==> config.mk <==
export PLATFORM = sky130hd
export DESIGN_NAME = mem_access_ctrl
export DESIGN_NICKNAME = d
export VERILOG_FILES = /design/src/rtl/mem_access_ctrl.sv
export SDC_FILE = /design/constraint.sdc
export NUM_CORES = 1
export LEC_CHECK = 0
export ABC_AREA = 0
export ABC_CLOCK_PERIOD_IN_PS = 1800
export BUFFER_PORTS_ARGS = -buffer_cell sky130_fd_sc_hd__buf_2
export CAP_MARGIN = 10
export CORE_ASPECT_RATIO = 0.6
export CORE_MARGIN = 10
export CORE_UTILIZATION = 43
export CTS_BUF_LIST = sky130_fd_sc_hd__clkbuf_8
export DETAILED_ROUTE_END_ITERATION = 8
export PLACE_DENSITY = 0.78
export SYNTH_ARGS = -nofsm -noshare
export SYNTH_HDL_FRONTEND = slang
export SYNTH_SLANG_ARGS = --single-unit
==> constraint.sdc <==
create_clock -name Clk -period 1.8 [get_ports Clk]
set_clock_uncertainty 0.1 [all_clocks]
set_input_delay 0.09 -clock Clk [delete_from_list [all_inputs] [get_ports Clk]]
set_output_delay 0.09 -clock Clk [all_outputs]
set_load 0.03 [all_outputs]
==> src/rtl/mem_access_ctrl.sv <==
// Memory access sequencer: one read/write at a time, fixed latency, Done pulse.
// Optional feature macro: MEM_ALIGN_CHECK_EN (misaligned accesses end with Error).
module mem_access_ctrl #(
  parameter int ADDR_W      = 32,
  parameter int DATA_W      = 32,
  parameter int WAIT_CYCLES = 2
) (
  input  logic              Clk,
  input  logic              Reset_n,
  input  logic              ReqRead,
  input  logic              ReqWrite,
  input  logic [ADDR_W-1:0] Addr,
  input  logic [DATA_W-1:0] WrData,
  input  logic [DATA_W-1:0] MemRData,
  output logic [ADDR_W-1:0] MemAddr,
  output logic [DATA_W-1:0] MemWData,
  output logic              MemWr,
  output logic [DATA_W-1:0] RdData,
  output logic              Busy,
  output logic              Done,
  output logic              Error
);

  typedef enum logic [1:0] {
    IDLE   = 2'd0,
    ACCESS = 2'd1,
    WAIT   = 2'd2,
    DONE   = 2'd3
  } state_t;

  localparam logic [3:0] CNT_INIT =
    (WAIT_CYCLES > 0) ? 4'(WAIT_CYCLES - 1) : 4'd0;

  state_t            state_q, state_d;
  logic [3:0]        cnt_q, cnt_d;
  logic [ADDR_W-1:0] addr_q, addr_d;
  logic [DATA_W-1:0] wdata_q, wdata_d;
  logic [DATA_W-1:0] rdata_q, rdata_d;
  logic              wr_q, wr_d;
  logic              req;

  assign req = ReqRead | ReqWrite;

`ifdef MEM_ALIGN_CHECK_EN
  logic err_q, err_d;
  logic misal;

  assign misal = (Addr[1:0] != 2'b00);

  // Error flag: set on a misaligned accept, only meaningful in DONE
  always_ff @(posedge Clk or negedge Reset_n) begin
    if (!Reset_n) err_q <= 1'b0;
    else          err_q <= err_d;
  end

  always_comb begin
    err_d = 1'b0;
    if (state_q == IDLE && req && misal) err_d = 1'b1;
  end

  assign Error = (state_q == DONE) && err_q;
`else
  assign Error = 1'b0;
`endif

  // State and datapath registers
  always_ff @(posedge Clk or negedge Reset_n) begin
    if (!Reset_n) begin
      state_q <= IDLE;
      cnt_q   <= 4'd0;
      addr_q  <= '0;
      wdata_q <= '0;
      rdata_q <= '0;
      wr_q    <= 1'b0;
    end else begin
      state_q <= state_d;
      cnt_q   <= cnt_d;
      addr_q  <= addr_d;
      wdata_q <= wdata_d;
      rdata_q <= rdata_d;
      wr_q    <= wr_d;
    end
  end

  // Next-state, latency counting and read-data capture
  always_comb begin
    state_d = state_q;
    cnt_d   = cnt_q;
    addr_d  = addr_q;
    wdata_d = wdata_q;
    rdata_d = rdata_q;
    wr_d    = wr_q;
    unique case (state_q)
      IDLE: begin
        if (req) begin
          wr_d = ReqWrite;
`ifdef MEM_ALIGN_CHECK_EN
          if (misal) begin
            state_d = DONE;
          end else begin
            state_d = ACCESS;
            addr_d  = Addr;
            wdata_d = WrData;
          end
`else
          state_d = ACCESS;
          addr_d  = Addr & {{(ADDR_W-2){1'b1}}, 2'b00};
          wdata_d = WrData;
`endif
        end
      end
      ACCESS: begin
        if (WAIT_CYCLES == 0) begin
          state_d = DONE;
          if (!wr_q) rdata_d = MemRData;
        end else begin
          state_d = WAIT;
          cnt_d   = CNT_INIT;
        end
      end
      WAIT: begin
        if (cnt_q == 4'd0) begin
          state_d = DONE;
          if (!wr_q) rdata_d = MemRData;
        end else begin
          cnt_d = cnt_q - 4'd1;
        end
      end
      DONE: state_d = IDLE;
      default: state_d = IDLE;
    endcase
  end

  assign MemAddr  = addr_q;
  assign MemWData = wdata_q;
  assign RdData   = rdata_q;
  assign MemWr    = (state_q == ACCESS) && wr_q;
  assign Busy     = (state_q != IDLE);
  assign Done     = (state_q == DONE);

endmodule
Word level (Yosys, flattened, before mapping). Index checks and enable logic that the tools add are counted. W data, S select, Z words.

Bitwise operators: 2. Mux-type cells: 5. Add/sub/neg operators: 1. Equal/unequal tests: 6. Reduce and logical (&&, ||, !) cells: 9.

Operators with widths (count): $pmux W2 S4 (1); $pmux W4 S2 (1); $ne A2 B2 Y1 const B (3); $reduce_and A2 Y1 (3); $eq A2 B2 Y1 const B (2); $logic_not A4 Y1 (1); $mux W2 (2); $mux W4 (1); $reduce_bool A2 Y1 (2); $sub A4 B1 Y4 const B (1); $reduce_and A3 Y1 (1); $eq A2 B1 Y1 const B (1); $logic_not A2 Y1 (1); $logic_and A1 B1 Y1 (1); $not A1 Y1 (1); $or A1 B1 Y1 (1).

Register bits: 101. Output and inout bits: 100.

Longest topological paths before layout. Gate-level depths: netlist (run 1).

Depth in word-level cells: 3. Gate-level depth with buffers: 6. Depth with buffers taken out: 5.

Least setup slack after synthesis (run 1). OpenSTA, ideal clock, no wires.

Path type: register to register. Start: register cnt_q[0]. End: register state_q[1]. Arrival time: 1.507 ns. Slack: 0.069 ns. Cell stages (with the launch flop): 6. Cells stage by stage: dfrtp_1 -> inv_1 -> ha_1 -> or3b_4 -> a21oi_1 -> mux2_2.

Cells in the longest elaborated chain, start to end: 3.

Ends and longest elaborated chain: start, declared (line 35) `logic [3:0] cnt_q, cnt_d;`; start signal, assigned (line 77) `cnt_q <= cnt_d;`; $logic_not A4 Y1 (line 122) `if (cnt_q == 4'd0) begin`; $ne A2 B2 Y1 (no line); $reduce_and A2 Y1 (no line); end signal, assigned (line 76) `state_q <= state_d;`; end, declared (line 34) `state_t state_q, state_d;`.

No other way between the ends. A chain may end at the register's enable or synchronous reset.

Worst setup path after layout (run 1).
Start: register state_q[1]. End: register addr_q[23], in the netlist MemAddr[23].

Cells in the longest elaborated chain, start to end: 2.

Ends and longest elaborated chain: $logic_not A2 Y1 (line 93) `unique case (state_q)`; $reduce_and A2 Y1 (no line); end signal, assigned (line 78) `addr_q <= addr_d;`; end, declared (line 36) `logic [ADDR_W-1:0] addr_q, addr_d;`.

No other way between the ends.

==> results of run 1 <==
## worst max path at each step
stage          startpoint           end  slack [ns]
2_1_floorplan    cnt_q[0]    state_q[1]        0.07
3_3_place_gp     cnt_q[0]    state_q[1]        0.05
3_5_place_dp   state_q[0]  MemWData[28]       -0.02
4_1_cts          cnt_q[1]     RdData[4]        0.02
5_1_grt          cnt_q[1]    state_q[1]       -0.02
6_report       state_q[1]   MemAddr[23]        0.04
## worst min-delay path, stage by stage
cell and delay (ns):
buf_2 0.13, nor3b_2 0.07, o32a_1 0.28
## through the flow
stage	worst slack, ns	std cells	power [mW]
global route	-0.01953	691	12.97
detailed placement	-0.02206	574	10.65
global placement	0.05082	574	10.44
floorplan	0.06864	249	8.635
finish	0.03863	692	12.32
CTS	0.02233	686	12.21
## flip-flops by register name (all words and copies together), names as in the netlist
name,cells
MemAddr,30
MemWData,32
RdData,32
cnt_q,4
state_q,2
wr_q,1
## layer usage
| metal | global-route usage [%] | part of all wire, % | up-vias |
|---|---|---|---|
| met4 | 3.648 | 0.77 | 0 |
| met5 | 0 | 0 | - |
| li1 | - | - | 1468 |
| met1 | 18.95 | 39 | 1572 |
| met2 | 31.37 | 52 | 118 |
| met3 | 7.963 | 8.3 | 13 |
## area by class of cell
| class | instances | area, µm² | area share, % |
|---|---|---|---|
| timing repair buffer | 309 | 2122 | 32.63 |
| multi-input combinational | 130 | 1485 | 22.84 |
| tap | 130 | 162.7 | 2.501 |
| inverter | 5 | 18.77 | 0.2886 |
| clock inverter | 6 | 47.55 | 0.7311 |
| sequential | 101 | 2527 | 38.86 |
| antenna | 1 | 2.502 | 0.03848 |
| clock buffer | 10 | 137.6 | 2.116 |
## where the power goes
group | switching [mW] | internal [mW] | total [mW]
logic | 4.05 | 2.86 | 6.91
clock network | 0.802 | 0.554 | 1.36
registers | 0.612 | 3.44 | 4.05
## repair_timing
action	in CTS	in global routing
resized for setup	3	3
setup endpoints to repair	14	41
endpoints found under the hold margin	196	0
pin swaps	0	1
setup buffers	0	5
hold buffers	96	0
## synthesized netlist by cell type (all sizes together), types with 2 or more instances
cell type	instances	area, µm²
dfrtp	101	2527
a21oi	2	10.01
ha	7	87.58
buf	13	125.1
o21ai	4	23.77
nor3b	2	20.02
mux2	95	1182
nand2	5	18.77
inv	5	18.77
## cells by family (layout without fill, tap and decap cells)
family          count (synthesis)  count (layout)  synth area share [%]
xor+xnor                        1               1                0.2127
simple gates                   14              14                 2.339
fa+ha+maj                       7               7                 2.126
other cells                     1               4               0.09104
compound gates                 10              10                 1.671
mux                            95              95                 28.71
flops                         101             101                 61.36
buf+inv                        18             330                 3.493
==> metrics.md, run 1 <==
| Metric | Value |
|---|---|
| Final nets | `663` |
| DRT antenna net count | `0` |
| Total Wirelength | `12650 µm` |
| Area delta synth->final | `57.90%` |
| Hold Path Class | `in2reg` |
| Avg Synthesized Cell Area | `16.68 µm²` |
| Gr usage total | `17.45%` |
| First-pass GRT wire length | `roughly 20000 µm` |
| Worst r2r src | `state_q[1]` |
| Core area | `a little over 9000 µm²` |
| Via count | `between 3000 and 4000` |
| Width of the die | `146.4 µm` |
| Max-Cap Viols | `0` |
| Most frequent cells in the layout | `193 x buf_2, 101 x dfrtp_1, 96 x dlygate4sd3_1, 65 x mux2_2, 30 x mux2_4` |
| VDD IR-drop max | `1.041 mV` |
| Crit-path slowest cell | `dfrtp_1` |
| CTS tree | `built` |
| Detailed-router iteration count before antenna repair | `4` |
| Worst hold endpoint | `state_q[0]` |
| Total CTS buffers | `9` |
| Final hold violations | `0` |
| Fin crit share | `between 90 and 100%` |
| Vias/cell | `4.582` |
| Clk Latency, worst-skew pair | `around 0.36 ns` |
| Least-Margin Pin Slew | `0.5485 ns` |
| Final slew viol count | `0` |
| H-tree depth | `3` |
| DIE HEIGHT | `95.81 µm` |
| Startpoint types | `register` |
| PwrDens | `1894 nW/µm²` |
| Crit Path Max Fanout | `22` |
| Layout cell share with drive strength beyond 1 | `approximately 60%` |
| Post-DP HPWL | `8254 µm` |
| Clk sinks | `just over 100` |
| LEAKAGE | `roughly 3.3 nW` |
| Setup TNS | `0 ns` |
| Max clock buf depth | `2` |
| Unique cell type count in the Yosys netlist | `27` |
| Status | `completed` |
| Reg2reg setup slack | `slightly below 0.04 ns` |
| Top_reg_cell synth | `dfrtp_1` |
| Detailed Route Iter0 Violations | `127` |
| Max incr delay on CP | `0.38 ns` |
| Worst path bufs/invs | `2` |
| Synth Cell Area | `4119 µm²` |
| Endpoints failing setup | `0` |
| DRC | `0` |
| Initial Util | `between 40% and 50%` |
| Register area share after synthesis | `61.36%` |
| F_max | `roughly 570 MHz` |
| Final instance area | `between 6000 and 7000 µm²` |
| #FFs+latches synth | `101` |
| Largest net degree at the start of global routing | `102` |
| Grt ovf | `0` |
| Synth async-reset ratio | `100.0%` |
| Worst setup path category | `reg2reg` |
| Reg2reg end | `MemAddr[23]` |
| # fillers | `645` |
| Cell depth of the worst flop-to-flop path | `5` |
| CTS clock-pin slew for the worst setup and hold paths | `roughly 0.10 ns` |
| Synth warn | `0` |
| Worst Hold Depth | `3` |
| Commonest non-fill, non-tap cell in the layout | `buf_2` |
| RD Place Congestion | `between 0.7 and 0.8` |
| Hold Startpoint | `ReqRead` |
| Core Util, Final | `70.26%` |
| Critical Path Stages | `5` |
| Worst path cell trace | `inv_1, ha_1, o21ai_4, buf_12, mux2_2` |
| RSZ-0062 raised after global routing | `yes` |
| Mapped Cells | `247` |
| Number of synthesized flops with an enable pin | `0` |
| Critical Path AT | `1.91 ns` |
| Wire per inst | `18.28 µm` |
| Worst EP required | `1.95 ns` |
| IO Count | `200` |
| Setup crit end kind | `register` |
| Area after DPL | `between 5000 and 6000 µm²` |
| Initial antenna violation count | `0` |
| Hold WS | `0.1432 ns` |
| Vias in the first global route | `3578` |
| Die area | `14020 µm²` |
| Rel. slew slack | `63.43%` |
| Fin crit period | `1.761 ns` |
| Row cnt | `27` |
| Top Family by Delay on Critical Path | `flip-flops` |
| CTS root buf | `clkbuf_8` |
| Number of buffer cells added on primary ports | `194` |
(Power assumes the default switching activity.)
==> inputs of run 2 (changes only) <==
--- a/config.mk
+++ b/config.mk
@@ -14,7 +14,7 @@
 export CORE_UTILIZATION = 43
 export CTS_BUF_LIST = sky130_fd_sc_hd__clkbuf_8
 export DETAILED_ROUTE_END_ITERATION = 8
-export PLACE_DENSITY = 0.78
+export PLACE_DENSITY = 0.82
 export SYNTH_ARGS = -nofsm -noshare
 export SYNTH_HDL_FRONTEND = slang
 export SYNTH_SLANG_ARGS = --single-unit
==> run 2 against run 1 <==
Compared with the run above:
- utilization up 0.20 points
- combinational power about the same
- largest power group unchanged
- critical path depth stayed put
- sequential power increased by 1%
- highest routed layer unchanged
- first-iteration DRC count is 5.5% lower
- largest cell class unchanged
- non-clock buffer count decreased by 1
==> metrics.md, run 2 (same netlist as run 1, synthesis figures left out) <==
| Metric | Value |
|---|---|
| Status | `completed` |
| Gr usage total | `17.89% (+0.44 points)` |
| Core Util, Final | `70.47% (+0.20 points)` |
| Worst path bufs/invs | `2 (unchanged)` |
| Hold Path Class | `in2reg` |
| Vias in the first global route | `3714 (+3.8%)` |
| Via count | `3242 (+2.2%)` |
| Clk Latency, worst-skew pair | `0.36 ns (about the same)` |
| # fillers | `618 (-4.2%)` |
| Worst setup path category | `reg2reg` |
| Worst EP required | `1.95 ns (about the same)` |
| Largest net degree at the start of global routing | `55 (-46%)` |
| Area after DPL | `5283 µm² (about the same)` |
| Rel. slew slack | `55.35% (-8.1 points)` |
| RD Place Congestion | `0.7503 (+2.5%)` |
| Vias/cell | `4.705 (+2.7%)` |
| H-tree depth | `3 (unchanged)` |
| Least-Margin Pin Slew | `0.6697 ns (+0.1212 ns)` |
| First-pass GRT wire length | `20030 µm (+2.6%)` |
| WL met2 | `6605 µm (+0.24%)` |
| Highest metal used | `met4` |
| Post-DP HPWL | `8723 µm (+5.7%)` |
| Core area | `9256 µm² (unchanged)` |
| Commonest non-fill, non-tap cell in the layout | `buf_2` |
| Endpoints failing setup | `0 (unchanged)` |
| Fin crit share | `96.28% (-1.6 points)` |
| Cell depth of the worst flop-to-flop path | `5 (unchanged)` |
| Max-Cap Viols | `0 (unchanged)` |
| CTS clock-pin slew for the worst setup and hold paths | `0.09 ns (about the same)` |
| F_max | `577.0 MHz (+1.6%)` |
| Setup TNS | `0 ns (unchanged)` |
| Most frequent cells in the layout | `193 x buf_2, 101 x dfrtp_1, 96 x dlygate4sd3_1, 65 x mux2_2, 30 x mux2_4` |
| Worst Hold Depth | `4 (+1)` |
| WL met1 | `5186 µm (+5.5%)` |
| RSZ-0062 raised after global routing | `no` |
| Critical Path Stages | `5 (unchanged)` |
| Final nets | `662 (-0.15%)` |
| Startpoint types | `register` |
| Worst path cell trace | `inv_1, ha_2, o21ai_4, clkbuf_16, mux2_2` |
| DRC | `0 (unchanged)` |
| Area delta synth->final | `58.35%` |
| Max incr delay on CP | `0.40 ns (+0.02 ns)` |
| Initial antenna violation count | `0 (unchanged)` |
| Final slew viol count | `0 (unchanged)` |
| CTS root buf | `clkbuf_8` |
| PwrDens | `1910 nW/µm² (+0.85%)` |
| Detailed Route Iter0 Violations | `120 (-5.5%)` |
| Total CTS buffers | `9 (unchanged)` |
| Setup crit end kind | `register` |
| DIE HEIGHT | `95.81 µm (unchanged)` |
| Layout cell share with drive strength beyond 1 | `59.50% (+0.67 points)` |
| Final instance area | `6523 µm² (+0.29%)` |
| Number of buffer cells added on primary ports | `194 (unchanged)` |
| IO Count | `200 (unchanged)` |
| Die area | `14020 µm² (unchanged)` |
| Crit Path Max Fanout | `8 (-64%)` |
| DRT antenna net count | `0 (unchanged)` |
| CTS tree | `built` |
| Max clock buf depth | `2 (unchanged)` |
| Detailed-router iteration count before antenna repair | `4 (unchanged)` |
| VDD IR-drop max | `1.093 mV (+4.9%)` |
| LEAKAGE | `3.277 nW (-0.31%)` |
| Total Wirelength | `12940 µm (+2.3%)` |
| Critical Path AT | `1.88 ns (-0.03 ns)` |
| Initial Util | `44.50% (unchanged)` |
| Grt ovf | `0 (unchanged)` |
| Routed length on met3 | `1019 µm (-2.7%)` |
| Top Family by Delay on Critical Path | `flip-flops` |
| Width of the die | `146.4 µm (unchanged)` |
| Row cnt | `27 (unchanged)` |
| Clk sinks | `101 (unchanged)` |
| Final hold violations | `0 (unchanged)` |
| Crit-path slowest cell | `dfrtp_1` |
| Wire per inst | `18.78 µm (+2.8%)` |
| Fin crit period | `1.733 ns (-0.02828 ns)` |
## run 2: cell types whose count changed in the layout (fill, tap and decap cells not counted), sizes merged
cell	previous run	this run
clkinv	3	1
clkbuf	10	11
buf	213	211
bufinv	0	1
clkinvlp	0	2
inv	8	5
## run 2: power breakdown
part	internal [mW]	switching, mW	total [mW]	leakage [nW]
clock	0.663	0.747	1.41	0.0902
combinational	2.87	4.07	6.94	2.00
sequential	3.44	0.664	4.11	1.19
total	6.97	5.48	12.5	3.28
## run 2: final cells by class
type / count / area (µm²) / share of cell area [%]
flip-flops and latches: 101 / 2527 / 38.75
clock buffers: 10 / 137.6 / 2.110
inverters: 5 / 18.77 / 0.2877
multi-input cells: 130 / 1500 / 23.00
diodes: 1 / 2.502 / 0.03837
clock inverters: 4 / 50.05 / 0.7673
well taps: 130 / 162.7 / 2.494
repair buffers: 308 / 2123 / 32.55
## run 2: metal layers
| metal | up-vias | global-route usage [%] |
|---|---|---|
| met4 | 0 | 5.058 |
| li1 | 1460 | - |
| met2 | 140 | 31.33 |
| met1 | 1629 | 20.42 |
| met5 | - | 0 |
| met3 | 13 | 6.792 |
## run 2: through the flow
step | hold slack, ns | worst slack (ns) | power, mW | cells
after detailed placement | 0.1174 | -0.01091 | 10.68 | 575
after CTS | 0.1266 | 0.005499 | 12.28 | 685
after global routing | 0.1532 | 0.01496 | 13.10 | 688
after floorplan | -0.3056 | 0.06864 | 8.635 | 249
final | 0.1395 | 0.06691 | 12.46 | 689
after global placement | 0.1135 | 0.04222 | 10.40 | 575
## run 2: worst reg2reg max path, delay by kind of cell (launching register included)
kind / cells / cell delay [ns]
muxes: 1 / 0.34
adders and majority gates: 1 / 0.22
DFF: 1 / 0.40
buffers and inverters: 2 / 0.37
AOI/OAI and AO/OA: 1 / 0.20
## run 2: path summary, 6_finish.rpt
check,startpoint,to,slack (ns)
hold / removal,ReqRead,state_q[1],0.14
hold reg to reg,MemWData[10],MemWData[10],0.41
setup / recovery,state_q[1],MemWData[16],0.07
min in group asynchronous,Reset_n,MemAddr[30],0.25
setup reg to reg,state_q[1],MemWData[16],0.07
max in group asynchronous,Reset_n,MemWData[15],0.85
## run 2: timing repair
action / 4_1_cts / 5_1_grt
setup buffers: 0 / 1
endpoints found under the setup margin: 1 / 63
resized for setup: 1 / 10
hold buffers: 96 / 0
hold endpoints to repair: 196 / 0
cloned: 0 / 2
pin swaps: 0 / 1
